$ cat src/rtl/alu_op_sequencer_pkg.sv
// Shared definitions for the ALU operation sequencer.
//   - Datapath widths and program depth
//   - Opcode and FSM state encodings
//   - Packed program-entry type {op, b}
package alu_op_sequencer_pkg;

    localparam int B_W        = 4;
    localparam int ACC_W      = 8;
    localparam int PC_W       = 3;
    localparam int PROG_DEPTH = 1 << PC_W;

    typedef enum logic [2:0] {
        OP_ADD   = 3'd0,
        OP_LOGIC = 3'd1,
        OP_ANY   = 3'd2,
        OP_ALL   = 3'd3,
        OP_SHL   = 3'd4,
        OP_MUL   = 3'd5,
        OP_CLR   = 3'd6,
        OP_HALT  = 3'd7
    } op_e;

    typedef enum logic [1:0] {
        ST_IDLE = 2'd0,
        ST_RUN  = 2'd1,
        ST_DONE = 2'd2
    } state_e;

    typedef struct packed {
        op_e            op;
        logic [B_W-1:0] b;
    } instr_t;

    // The last program slot: executing a non-HALT here ends the run.
    function automatic logic is_last_pc(input logic [PC_W-1:0] pc);
        return &pc;
    endfunction

endpackage

$ cat src/rtl/alu_op_sequencer_step_core.sv
// alu_step_core: purely combinational single ALU step.
// Ports:
//   op       in  3      opcode (op_e encoding)
//   acc      in  ACC_W  current accumulator
//   b        in  B_W    operand
//   acc_next out ACC_W  accumulator after the operation (truncated)
//   carry    out 1      carry-out of the accumulator MSB, only meaningful for ADD
module alu_step_core
    import alu_op_sequencer_pkg::*;
(
    input  logic [2:0]       op,
    input  logic [ACC_W-1:0] acc,
    input  logic [B_W-1:0]   b,
    output logic [ACC_W-1:0] acc_next,
    output logic             carry
);

    logic [ACC_W:0]   sum;
    logic [B_W-1:0]   acc_lo;

    assign acc_lo = acc[B_W-1:0];
    assign sum    = {1'b0, acc} + {{(ACC_W+1-B_W){1'b0}}, b};

    always_comb begin
        acc_next = acc;
        carry    = 1'b0;
        case (op_e'(op))
            OP_ADD: begin
                acc_next = sum[ACC_W-1:0];
                carry    = sum[ACC_W];
            end
            OP_LOGIC: acc_next = {acc_lo ^ b, acc_lo | b};
            OP_ANY:   acc_next = (|b) ? 8'h81 : 8'h00;
            OP_ALL:   acc_next = (&b) ? 8'h7E : 8'h00;
            OP_SHL: begin
                // Shift amount is the low accumulator nibble; anything that
                // would push every bit out is forced to zero explicitly.
                if (acc_lo >= 4'd8) begin
                    acc_next = '0;
                end else begin
                    acc_next = {{(ACC_W-B_W){1'b0}}, b} << acc_lo;
                end
            end
            OP_MUL:   acc_next = {{(ACC_W-B_W){1'b0}}, acc_lo} * {{(ACC_W-B_W){1'b0}}, b};
            OP_CLR:   acc_next = '0;
            OP_HALT:  acc_next = acc;
            default:  acc_next = acc;
        endcase
    end

endmodule

$ cat src/rtl/alu_op_sequencer.sv
// alu_op_sequencer: runs an up-to-8-entry program of ALU operations
// against an 8-bit accumulator, free-running or single-stepped.
// Ports:
//   clk, reset          clock; synchronous active-high reset
//   prog_we/addr/op/b   program write port (ignored while running)
//   start               strobe: begin a run from pc=0 (ignored while running)
//   step_mode, step     1 = execute only on step strobe; 0 = one instr/cycle
//   busy, done          RUN / DONE state indicators
//   acc, pc, op_cur     accumulator, next instruction index, opcode at pc
//   overflow            sticky ADD carry-out, cleared on start
module alu_op_sequencer
    import alu_op_sequencer_pkg::*;
(
    input  logic             clk,
    input  logic             reset,
    input  logic             prog_we,
    input  logic [PC_W-1:0]  prog_addr,
    input  logic [2:0]       prog_op,
    input  logic [B_W-1:0]   prog_b,
    input  logic             start,
    input  logic             step_mode,
    input  logic             step,
    output logic             busy,
    output logic             done,
    output logic [ACC_W-1:0] acc,
    output logic [PC_W-1:0]  pc,
    output logic [2:0]       op_cur,
    output logic             overflow
);

    state_e           state_reg, state_next;
    logic [PC_W-1:0]  pc_reg, pc_next;
    logic [ACC_W-1:0] acc_reg, acc_next;
    logic             ovf_reg, ovf_next;

    instr_t           prog_reg [PROG_DEPTH];
    logic [PROG_DEPTH-1:0] entry_we;
    logic             wr_ok;
    instr_t           cur_instr;

    logic [ACC_W-1:0] alu_acc;
    logic             alu_carry;
    logic             execute;

    // ------------------------------------------------------------------
    // Program store. Kept in flops rather than RAM because every entry
    // must return to HALT on reset.
    // ------------------------------------------------------------------
    assign wr_ok = prog_we && (state_reg != ST_RUN);

    generate
        for (genvar gi = 0; gi < PROG_DEPTH; gi++) begin : g_entry_we
            assign entry_we[gi] = wr_ok && (prog_addr == PC_W'(gi));
        end
    endgenerate

    always_ff @(posedge clk) begin
        for (int i = 0; i < PROG_DEPTH; i++) begin
            if (reset) begin
                prog_reg[i].op <= OP_HALT;
                prog_reg[i].b  <= '0;
            end else if (entry_we[i]) begin
                prog_reg[i].op <= op_e'(prog_op);
                prog_reg[i].b  <= prog_b;
            end
        end
    end

    assign cur_instr = prog_reg[pc_reg];

    alu_step_core u_core (
        .op       (cur_instr.op),
        .acc      (acc_reg),
        .b        (cur_instr.b),
        .acc_next (alu_acc),
        .carry    (alu_carry)
    );

    // ------------------------------------------------------------------
    // Sequencer FSM
    // ------------------------------------------------------------------
    always_ff @(posedge clk) begin
        if (reset) begin
            state_reg <= ST_IDLE;
            pc_reg    <= '0;
            acc_reg   <= '0;
            ovf_reg   <= 1'b0;
        end else begin
            state_reg <= state_next;
            pc_reg    <= pc_next;
            acc_reg   <= acc_next;
            ovf_reg   <= ovf_next;
        end
    end

    always_comb begin
        state_next = state_reg;
        pc_next    = pc_reg;
        acc_next   = acc_reg;
        ovf_next   = ovf_reg;
        execute    = 1'b0;
        case (state_reg)
            ST_IDLE, ST_DONE: begin
                // DONE keeps the final acc/overflow visible until restarted.
                if (start) begin
                    state_next = ST_RUN;
                    pc_next    = '0;
                    acc_next   = '0;
                    ovf_next   = 1'b0;
                end
            end
            ST_RUN: begin
                execute = step_mode ? step : 1'b1;
                if (execute) begin
                    if (cur_instr.op == OP_HALT) begin
                        state_next = ST_DONE;
                    end else begin
                        acc_next = alu_acc;
                        if (cur_instr.op == OP_ADD) begin
                            ovf_next = ovf_reg | alu_carry;
                        end
                        if (is_last_pc(pc_reg)) begin
                            pc_next    = '0;
                            state_next = ST_DONE;
                        end else begin
                            pc_next = pc_reg + PC_W'(1);
                        end
                    end
                end
            end
            default: state_next = ST_IDLE;
        endcase
    end

    assign busy     = (state_reg == ST_RUN);
    assign done     = (state_reg == ST_DONE);
    assign acc      = acc_reg;
    assign pc       = pc_reg;
    assign op_cur   = cur_instr.op;
    assign overflow = ovf_reg;

endmodule
$ cat config.mk
export PLATFORM = sky130hd
export DESIGN_NAME = alu_op_sequencer
export DESIGN_NICKNAME = d
export VERILOG_FILES = /design/src/rtl/alu_op_sequencer_pkg.sv /design/src/rtl/alu_op_sequencer_step_core.sv /design/src/rtl/alu_op_sequencer.sv
export SDC_FILE = /design/constraint.sdc
export NUM_CORES = 1
export LEC_CHECK = 0
export CORE_UTILIZATION = 53
export DETAILED_ROUTE_END_ITERATION = 10
export PLACE_DENSITY = 0.76
export SYNTH_ARGS = -nofsm -noshare
export SYNTH_HDL_FRONTEND = slang
export SYNTH_SLANG_ARGS = --single-unit
$ cat constraint.sdc
create_clock -name clk -period 3.5 [get_ports clk]
set_input_delay 0.35 -clock clk [delete_from_list [all_inputs] [get_ports clk]]
set_output_delay 0.35 -clock clk [all_outputs]
set_load 0.1 [all_outputs]
==> summary.txt, run 1 <==
Global routing
  – GRT Overall Usage: between 20 and 30%
  – Vias in the first global route: between 3,000 and 4,000
  – First-pass GRT wire length: 16.1 mm
  – Initial antenna violation count: 0
  – Grt ovf: 0
  – Largest net degree at the start of global routing: 23

Logic synthesis
  – Synthesized area: ~4300 um2
  – Number of synthesized register bits: 73
  – Area share of the largest cell type after synthesis: around two fifths
  – Cell taking the most area after synthesis: edfxtp_1
  – Post-synth cell types: 52
  – Synth area leaders: edfxtp_1, dfxtp_1, mux4_2
  – Cell count after synthesis: between 300 and 400
  – Syn Area/Cell: ~11 um2
  – Syn nets: around 430
  – Syn. warnings: 0
  – Register area share after synthesis: approximately 47%

STA
  – Fmax: 272 MHz
  – Crit path time final: about 3.7 ns
  – Final setup vio count: 5
  – Final period util: 105%
  – Final hold vios: 0
  – RSZ-0062 raised after global routing: true
  – Final Max Tran Viols: 0
  – Post-layout worst setup margin: -0.178 ns
  – Least-Margin Pin Slew: 0.993 ns
  – Slew headroom: about a third
  – Clk_skew: 0.0130 ns

Route
  – Routed WL per cell: 18.5 um
  – First DRT Iteration DRCs: 181
  – Number of vias per cell: approximately 5.8
  – Total wire length: roughly 10 mm
  – Routed Antenna Nets: 0
  – DR DRC count: 0
  – Via count: approximately 3,200
  – DR pass1 iterations: 5

Clock tree
  – TritonCTS clock tree: done
  – Htree depth: 3
  – Clock Latency Late Sink: ~0.35 ns
  – Clock root buffer: clkbuf_8
  – Clock Pin Slew Worst Setup and Hold Paths: approximately 0.090 ns
  – Clk buf depth: 2
  – Clock sinks: between 70 and 80
  – Post-CTS Hold Fix Bufs: 0
  – CTS buffer count: 9

Final layout
  – End-of-flow core utilization: roughly two thirds
  – Commonest non-fill, non-tap cell in the layout: edfxtp_1
  – Antenna Cells: 0
  – Final #Nets: just under 500
  – Design Area, Final: roughly 5300 um2
  – Max FFs per register: 56
  – Most frequent cells in the layout: edfxtp_1, and2_1, nor2_1
  – Area added between synthesis and finish: 22.8%
  – Share of cells above drive strength 1: about 22%
  – # fillers: ~580
  – Register area: slightly above 2000 um2
  – Area occupied by multi-input gates: roughly 2300 um2

Floorplanning
  – Initial core utilization: 55.3%
  – Core Footprint: 7810 um2
  – DIE WIDTH: ~92 um
  – Die area: between 8000 and 9000 um2
  – Core Rows: 32
  – IO Count: 33
  – DIE HEIGHT: 92.2 um

Place
  – GPL Wtd Cong: approximately 0.94
  – Dpl cell area: 4920 um2
  – DP Wirelength: approximately 7.6 mm
  – Worst slack, placed: -0.343 ns
  – PortBufs: 32

Power and ir drop
  – Sequential share of power: between 40 and 50%
  – Int Pwr: around 1.5 mW
  – Power share of the combinational group: 10.4%
  – Total power: about 2 mW
  – Sw Share: a little under a quarter
  – Clock power frac: between 40% and 50%
  – Psw: about 0.47 mW
  – Leakage: roughly 1.9 nW
  – Pwr dens: 374 nW/um2
  – VDD IR max: about 0.30 mV

Setup path
  – CP arrival: 3.93 ns
  – CP Capture Type: register
  – Setup CP Type: register to register
  – WP data required: 3.75 ns
  – Worst path slowest cell: mux4_2
  – Setup crit start kind: register
  – CP cell instances: mux4_2 -> mux2_4 -> nand2_2 -> fa_1 -> inv_2 -> fa_2 -> ha_4 -> a211oi_2 -> o21bai_1 -> a21oi_2 -> xor2_1 -> a21oi_1 -> a311oi_1 -> o21ai_1
  – R2R setup slack: -0.18 ns
  – CP max FO: 8
  – Family with the most delay on the worst path: adder cells
  – Crit path largest cell delay: 0.53 ns
  – Number of buffers and inverters on the critical path: 1

Min path
  – Tightest Hold Check Type: register to register

Status
  – Status: finished with violations
  – Failing checks: setup timing

Flow run
  – Max-cap violation count: 0
Yosys cell counts, drive strengths merged:
library cell / n
nor4: 3
a22o: 1
nand3: 5
ha: 23
o22ai: 3
clkinv: 1
a31oi: 5
a311oi: 1
nor4b: 1
o21bai: 9
a21boi: 1
nand4: 2
nor3: 4
xnor2: 5
a22oi: 1
nand2: 20
xor2: 4
or3: 13
nor2: 33
inv: 19
edfxtp: 56
buf: 6
nand2b: 18
a31o: 1
a21o: 7
nor2b: 3
o21a: 1
o211a: 1
nand4b: 1
a221oi: 4
fa: 5
mux2i: 6
mux2: 5
dfxtp: 17
and3: 2
mux4: 14
o2111ai: 1
o21ai: 14
a211oi: 2
a222oi: 2
and2: 35
o221ai: 1
clkbuf: 8
o211ai: 1
a21oi: 17
worst register-to-register path, stage by stage, from the launching register on:
cell	delay (ns)
dfxtp_4	0.43
mux4_2	0.53
mux2_4	0.31
nand2_2	0.08
fa_1	0.42
inv_2	0.08
fa_2	0.46
ha_4	0.24
a211oi_2	0.18
o21bai_1	0.11
a21oi_2	0.15
xor2_1	0.20
a21oi_1	0.09
a311oi_1	0.24
o21ai_1	0.08
through the flow:
stage | hold WS [ns] | std cells | setup TNS (ns)
3_5_place_dp | 0.478 | 528 | -1.22
3_3_place_gp | 0.458 | 528 | -0.833
4_1_cts | 0.509 | 548 | -0.695
6_report | 0.510 | 548 | -0.600
5_1_grt | 0.551 | 548 | -1.24
2_1_floorplan | 0.526 | 382 | -0.546
layer usage:
layer  part of all wire (%)  wire length [um]  GRT usage, %
met2                     53              5350          44.8
met4                    1.8               187          9.77
met5                      0                 0             0
met1                     40              4030          30.9
met3                    5.9               595          5.31
final cells by class:
type	instances	area share, %
Clock buffer	10	2.41
Clock inverter	6	2.17
Inverter	20	1.42
Multi-Input combinational cell	275	42.7
Sequential cell	73	38.3
Tap cell	102	2.41
Timing Repair Buffer	62	10.6
power by group through the flow:
stage	clock (mW)	sequential (mW)	combinational [mW]
final	0.808	0.967	0.205
after detailed placement	0	0.988	0.196
after global routing	0.848	0.969	0.222
after global placement	0	0.986	0.193
after floorplan	0	0.991	0.117
after CTS	0.817	0.967	0.203
timing repair:
item,in CTS,in global routing
pin swaps,12,10
buffers inserted,4,0
gates resized for setup,17,10
endpoints found under the setup margin,5,5
path summary, 6_finish.rpt:
path / startpoint / to / cells past startpoint
hold / removal: overflow$_SDFFE_PP0P_ / overflow$_SDFFE_PP0P_ / 2
setup / recovery: register / acc[7]$_SDFFE_PP0P_ / 14
hold reg to reg: overflow$_SDFFE_PP0P_ / overflow$_SDFFE_PP0P_ / 2
setup reg to reg: register / acc[7]$_SDFFE_PP0P_ / 14
kinds of logic after synthesis:
kind of cell	after synthesis	share of synthesized area [%]
buffers and inverters	34	3.45
xor gates and xnor gates	9	1.83
muxes	25	10.6
and+or+nand+nor	140	17.2
DFF	73	46.8
AOI/OAI and AO/OA	73	11.1
adders and majority gates	28	8.99
Note: power is estimated with default switching activity, not from simulation.
==> run 2, diff against run 1 <==
Settings changed: CORE_UTILIZATION 53 to 55, DONT_BUFFER_PORTS from default to 1, GPL_ROUTABILITY_DRIVEN from default to 0, PLACE_DENSITY 0.76 to 0.73.
==> run 2 against run 1 <==
Setup slack worse by 0.066 ns. Core utilization down 0.97 points. Fmax down 1.8%. Via count up 0.79%. Total power down 8.3%. Sequential cell count unchanged. The run still ends with setup timing left. Clock power down 16%. Sequential share of layout area up 2.6 points. Cell count down 4.7%. Non-clock buffer count down 23. Register-to-register slack worse by 0.07 ns.
==> summary.txt, run 2 (same netlist as run 1, synthesis figures left out) <==
Status
  – Status: finished with violations
  – Failing checks: setup timing

Min path
  – Hold path startpoint: reset
  – Hold Path End: state_reg[1]$_SDFFE_PP0P_
  – Tightest Hold Check Type: input pin to register
  – WHS Path Cells: 1 (-1)

Final layout
  – Fin cells: 522 (-4.7%)
  – Share of cells above drive strength 1: 22.9% (+0.73 points)
  – Register area: 2030 um2 (unchanged)
  – Area added between synthesis and finish: 14.9%
  – Max FFs per register: 56 (unchanged)
  – Final #Nets: 462 (-4.7%)
  – Area occupied by multi-input gates: 2220 um2 (-1.9%)
  – Most frequent cells in the layout: edfxtp_1, buf_4, and2_1
  – # fillers: 554 (-3.8%)
  – Commonest non-fill, non-tap cell in the layout: edfxtp_1
  – Antenna Cells: 0 (unchanged)

STA
  – Final setup vio count: 5 (unchanged)
  – Clk_skew: 0.0126 ns (-0.000423 ns)
  – Final Max Tran Viols: 0 (unchanged)
  – Least-Margin Pin Slew: 1.09 ns (+0.0977 ns)
  – Worst hold slack: 0.0639 ns (-0.446 ns)
  – Slew headroom: 27.0% (-6.6 points)
  – Final period util: 107% (+1.9 points)
  – Crit path time final: 3.74 ns (+0.0662 ns)
  – Fmax: 267 MHz (-1.8%)
  – RSZ-0062 raised after global routing: true
  – Final hold vios: 0 (unchanged)
  – Post-layout worst setup margin: -0.245 ns (-0.0662 ns)

Route
  – DR pass1 iterations: 6 (+1)
  – Routed WL per cell: 19.9 um (+7.6%)
  – Routed Antenna Nets: 0 (unchanged)
  – Total wire length: 10.4 mm (+2.5%)
  – DR DRC count: 0 (unchanged)
  – Number of vias per cell: 6.14 (+5.8%)
  – First DRT Iteration DRCs: 245 (+35%)
  – Via count: 3,206 (+0.79%)

Setup path
  – Setup crit start kind: register
  – CP arrival: 3.99 ns (+0.06 ns)
  – Worst r2r dst: acc[7]$_SDFFE_PP0P_
  – R2R setup slack: -0.24 ns (-0.07 ns)
  – CP max FO: 8 (unchanged)
  – WP data required: 3.74 ns (about the same)
  – Worst-case reg-to-reg path depth: 14 (unchanged)
  – CP Capture Type: register
  – Setup CP Type: register to register

Power and ir drop
  – VDD IR max: 0.483 mV (+63%)
  – Power share of the combinational group: 9.3% (-1.1 points)
  – Sw Share: 25.6% (+2.0 points)
  – Clock power frac: 37.4% (-3.4 points)
  – Pwr dens: 366 nW/um2 (-1.9%)
  – Total power: 1.82 mW (-8.3%)
  – Leakage: 1.85 nW (-4.8%)
  – Sequential share of power: 53.3% (+4.5 points)
  – Int Pwr: 1.35 mW (-11%)
  – Psw: 0.464 mW (-0.63%)

Floorplanning
  – Initial core utilization: 58.3% (+3.0 points)
  – DIE HEIGHT: 90.6 um (-1.8%)
  – IO Count: 33 (unchanged)
  – Die area: 8210 um2 (-3.6%)
  – Core Footprint: 7410 um2 (-5.1%)
  – Core Rows: 31 (-3.1%)
  – DIE WIDTH: 90.6 um (-1.8%)

Global routing
  – Initial antenna violation count: 0 (unchanged)
  – Grt ovf: 0 (unchanged)
  – Met1 Use GR: 34.4% (+3.5 points)
  – GRT Overall Usage: 27.5% (+1.9 points)
  – Met3 usage: 5.47% (+0.16 points)
  – Grt met2 use: 45.9% (+1.1 points)
  – Global route hottest layer: met2
  – Vias in the first global route: 3,269 (+3.6%)
  – First-pass GRT wire length: 17.0 mm (+5.3%)
  – Largest net degree at the start of global routing: 23 (unchanged)

Clock tree
  – TritonCTS clock tree: done
  – Clock Pin Slew Worst Setup and Hold Paths: 0.08 ns (about the same)
  – CTS buffer count: 9 (unchanged)
  – Clk buf depth: 2 (unchanged)
  – Clock Latency Late Sink: 0.35 ns (about the same)
  – Clock sinks: 73 (unchanged)
  – Htree depth: 3 (unchanged)
  – Clock root buffer: clkbuf_8
  – Post-CTS Hold Fix Bufs: 0 (unchanged)

Place
  – Placed insts: 503 (-4.7%)
  – PortBufs: 0 (-100%)
  – DP Wirelength: 7.66 mm (+0.71%)
  – Worst slack, placed: -0.387 ns (-0.0433 ns)

Flow run
  – Max-cap violation count: 0 (unchanged)
[run 2: changes by cell type in the layout (fill, tap and decap cells not counted), sizes merged]
cell,before,now
clkinv,2,3
clkdlybuf4s50,29,0
clkbuf,10,9
buf,33,39
inv,20,22
bufinv,3,1
[run 2: timing repair]
action	in CTS	in global routing
pin swaps	11	21
setup endpoints to repair	5	5
endpoints found under the hold margin	0	0
gates resized for setup	5	10
buffers inserted	3	0
[run 2: final cells by class]
cell class | count | area share (%)
flip-flops and latches | 73 | 40.9
clock inverters | 7 | 1.54
clock buffers | 9 | 2.50
repair buffers | 39 | 6.23
well taps | 99 | 2.50
multi-input cells | 275 | 44.8
inverters | 20 | 1.51
[run 2: how the worst max path moves through the flow]
| stage | depth (start not counted) | start | endpoint | slack (ns) |
|---|---|---|---|---|
| 3_3_place_gp | 14 | register | acc[7]$_SDFFE_PP0P_ | -0.21 |
| 4_1_cts | 14 | register | acc[7]$_SDFFE_PP0P_ | -0.28 |
| 2_1_floorplan | 16 | register | acc[7]$_SDFFE_PP0P_ | -0.17 |
| 3_5_place_dp | 14 | register | acc[7]$_SDFFE_PP0P_ | -0.39 |
| 6_report | 14 | register | acc[7]$_SDFFE_PP0P_ | -0.24 |
| 5_1_grt | 16 | register | acc[6]$_SDFFE_PP0P_ | -0.39 |
[run 2: power by group through the flow]
| stage | clock network [mW] | logic, mW | registers [mW] |
|---|---|---|---|
| after CTS | 0.689 | 0.167 | 0.968 |
| final | 0.679 | 0.169 | 0.969 |
| after global placement | 0 | 0.161 | 0.987 |
| after detailed placement | 0 | 0.163 | 0.989 |
| after floorplan | 0 | 0.117 | 0.991 |
| after global routing | 0.723 | 0.183 | 0.971 |
[run 2: metal layers]
layer	vias up	routed length, um
met5	-	0
met4	0	335
met3	30	720
met2	173	5200
met1	1527	4150
li1	1476	-
[run 2: worst max-delay path: stages (launching register included)]
cell	delay, ns
dfxtp_4	0.43
mux4_2	0.52
mux2_4	0.31
nand2_2	0.08
fa_1	0.44
inv_2	0.08
fa_2	0.48
ha_4	0.24
a211oi_2	0.21
o21bai_1	0.09
a21oi_1	0.17
xor2_1	0.16
a21oi_1	0.08
a311oi_1	0.26
o21ai_1	0.09
[run 2: metrics by stage]
stage	cell area, um2	util (%)	setup TNS (ns)
finish	4960	66.9	-0.802
global route	4960	66.9	-1.51
CTS	4930	66.5	-1.06
detailed placement	4690	63.2	-1.32
global placement	4690	63.2	-0.813
floorplan	4360	-	-0.546
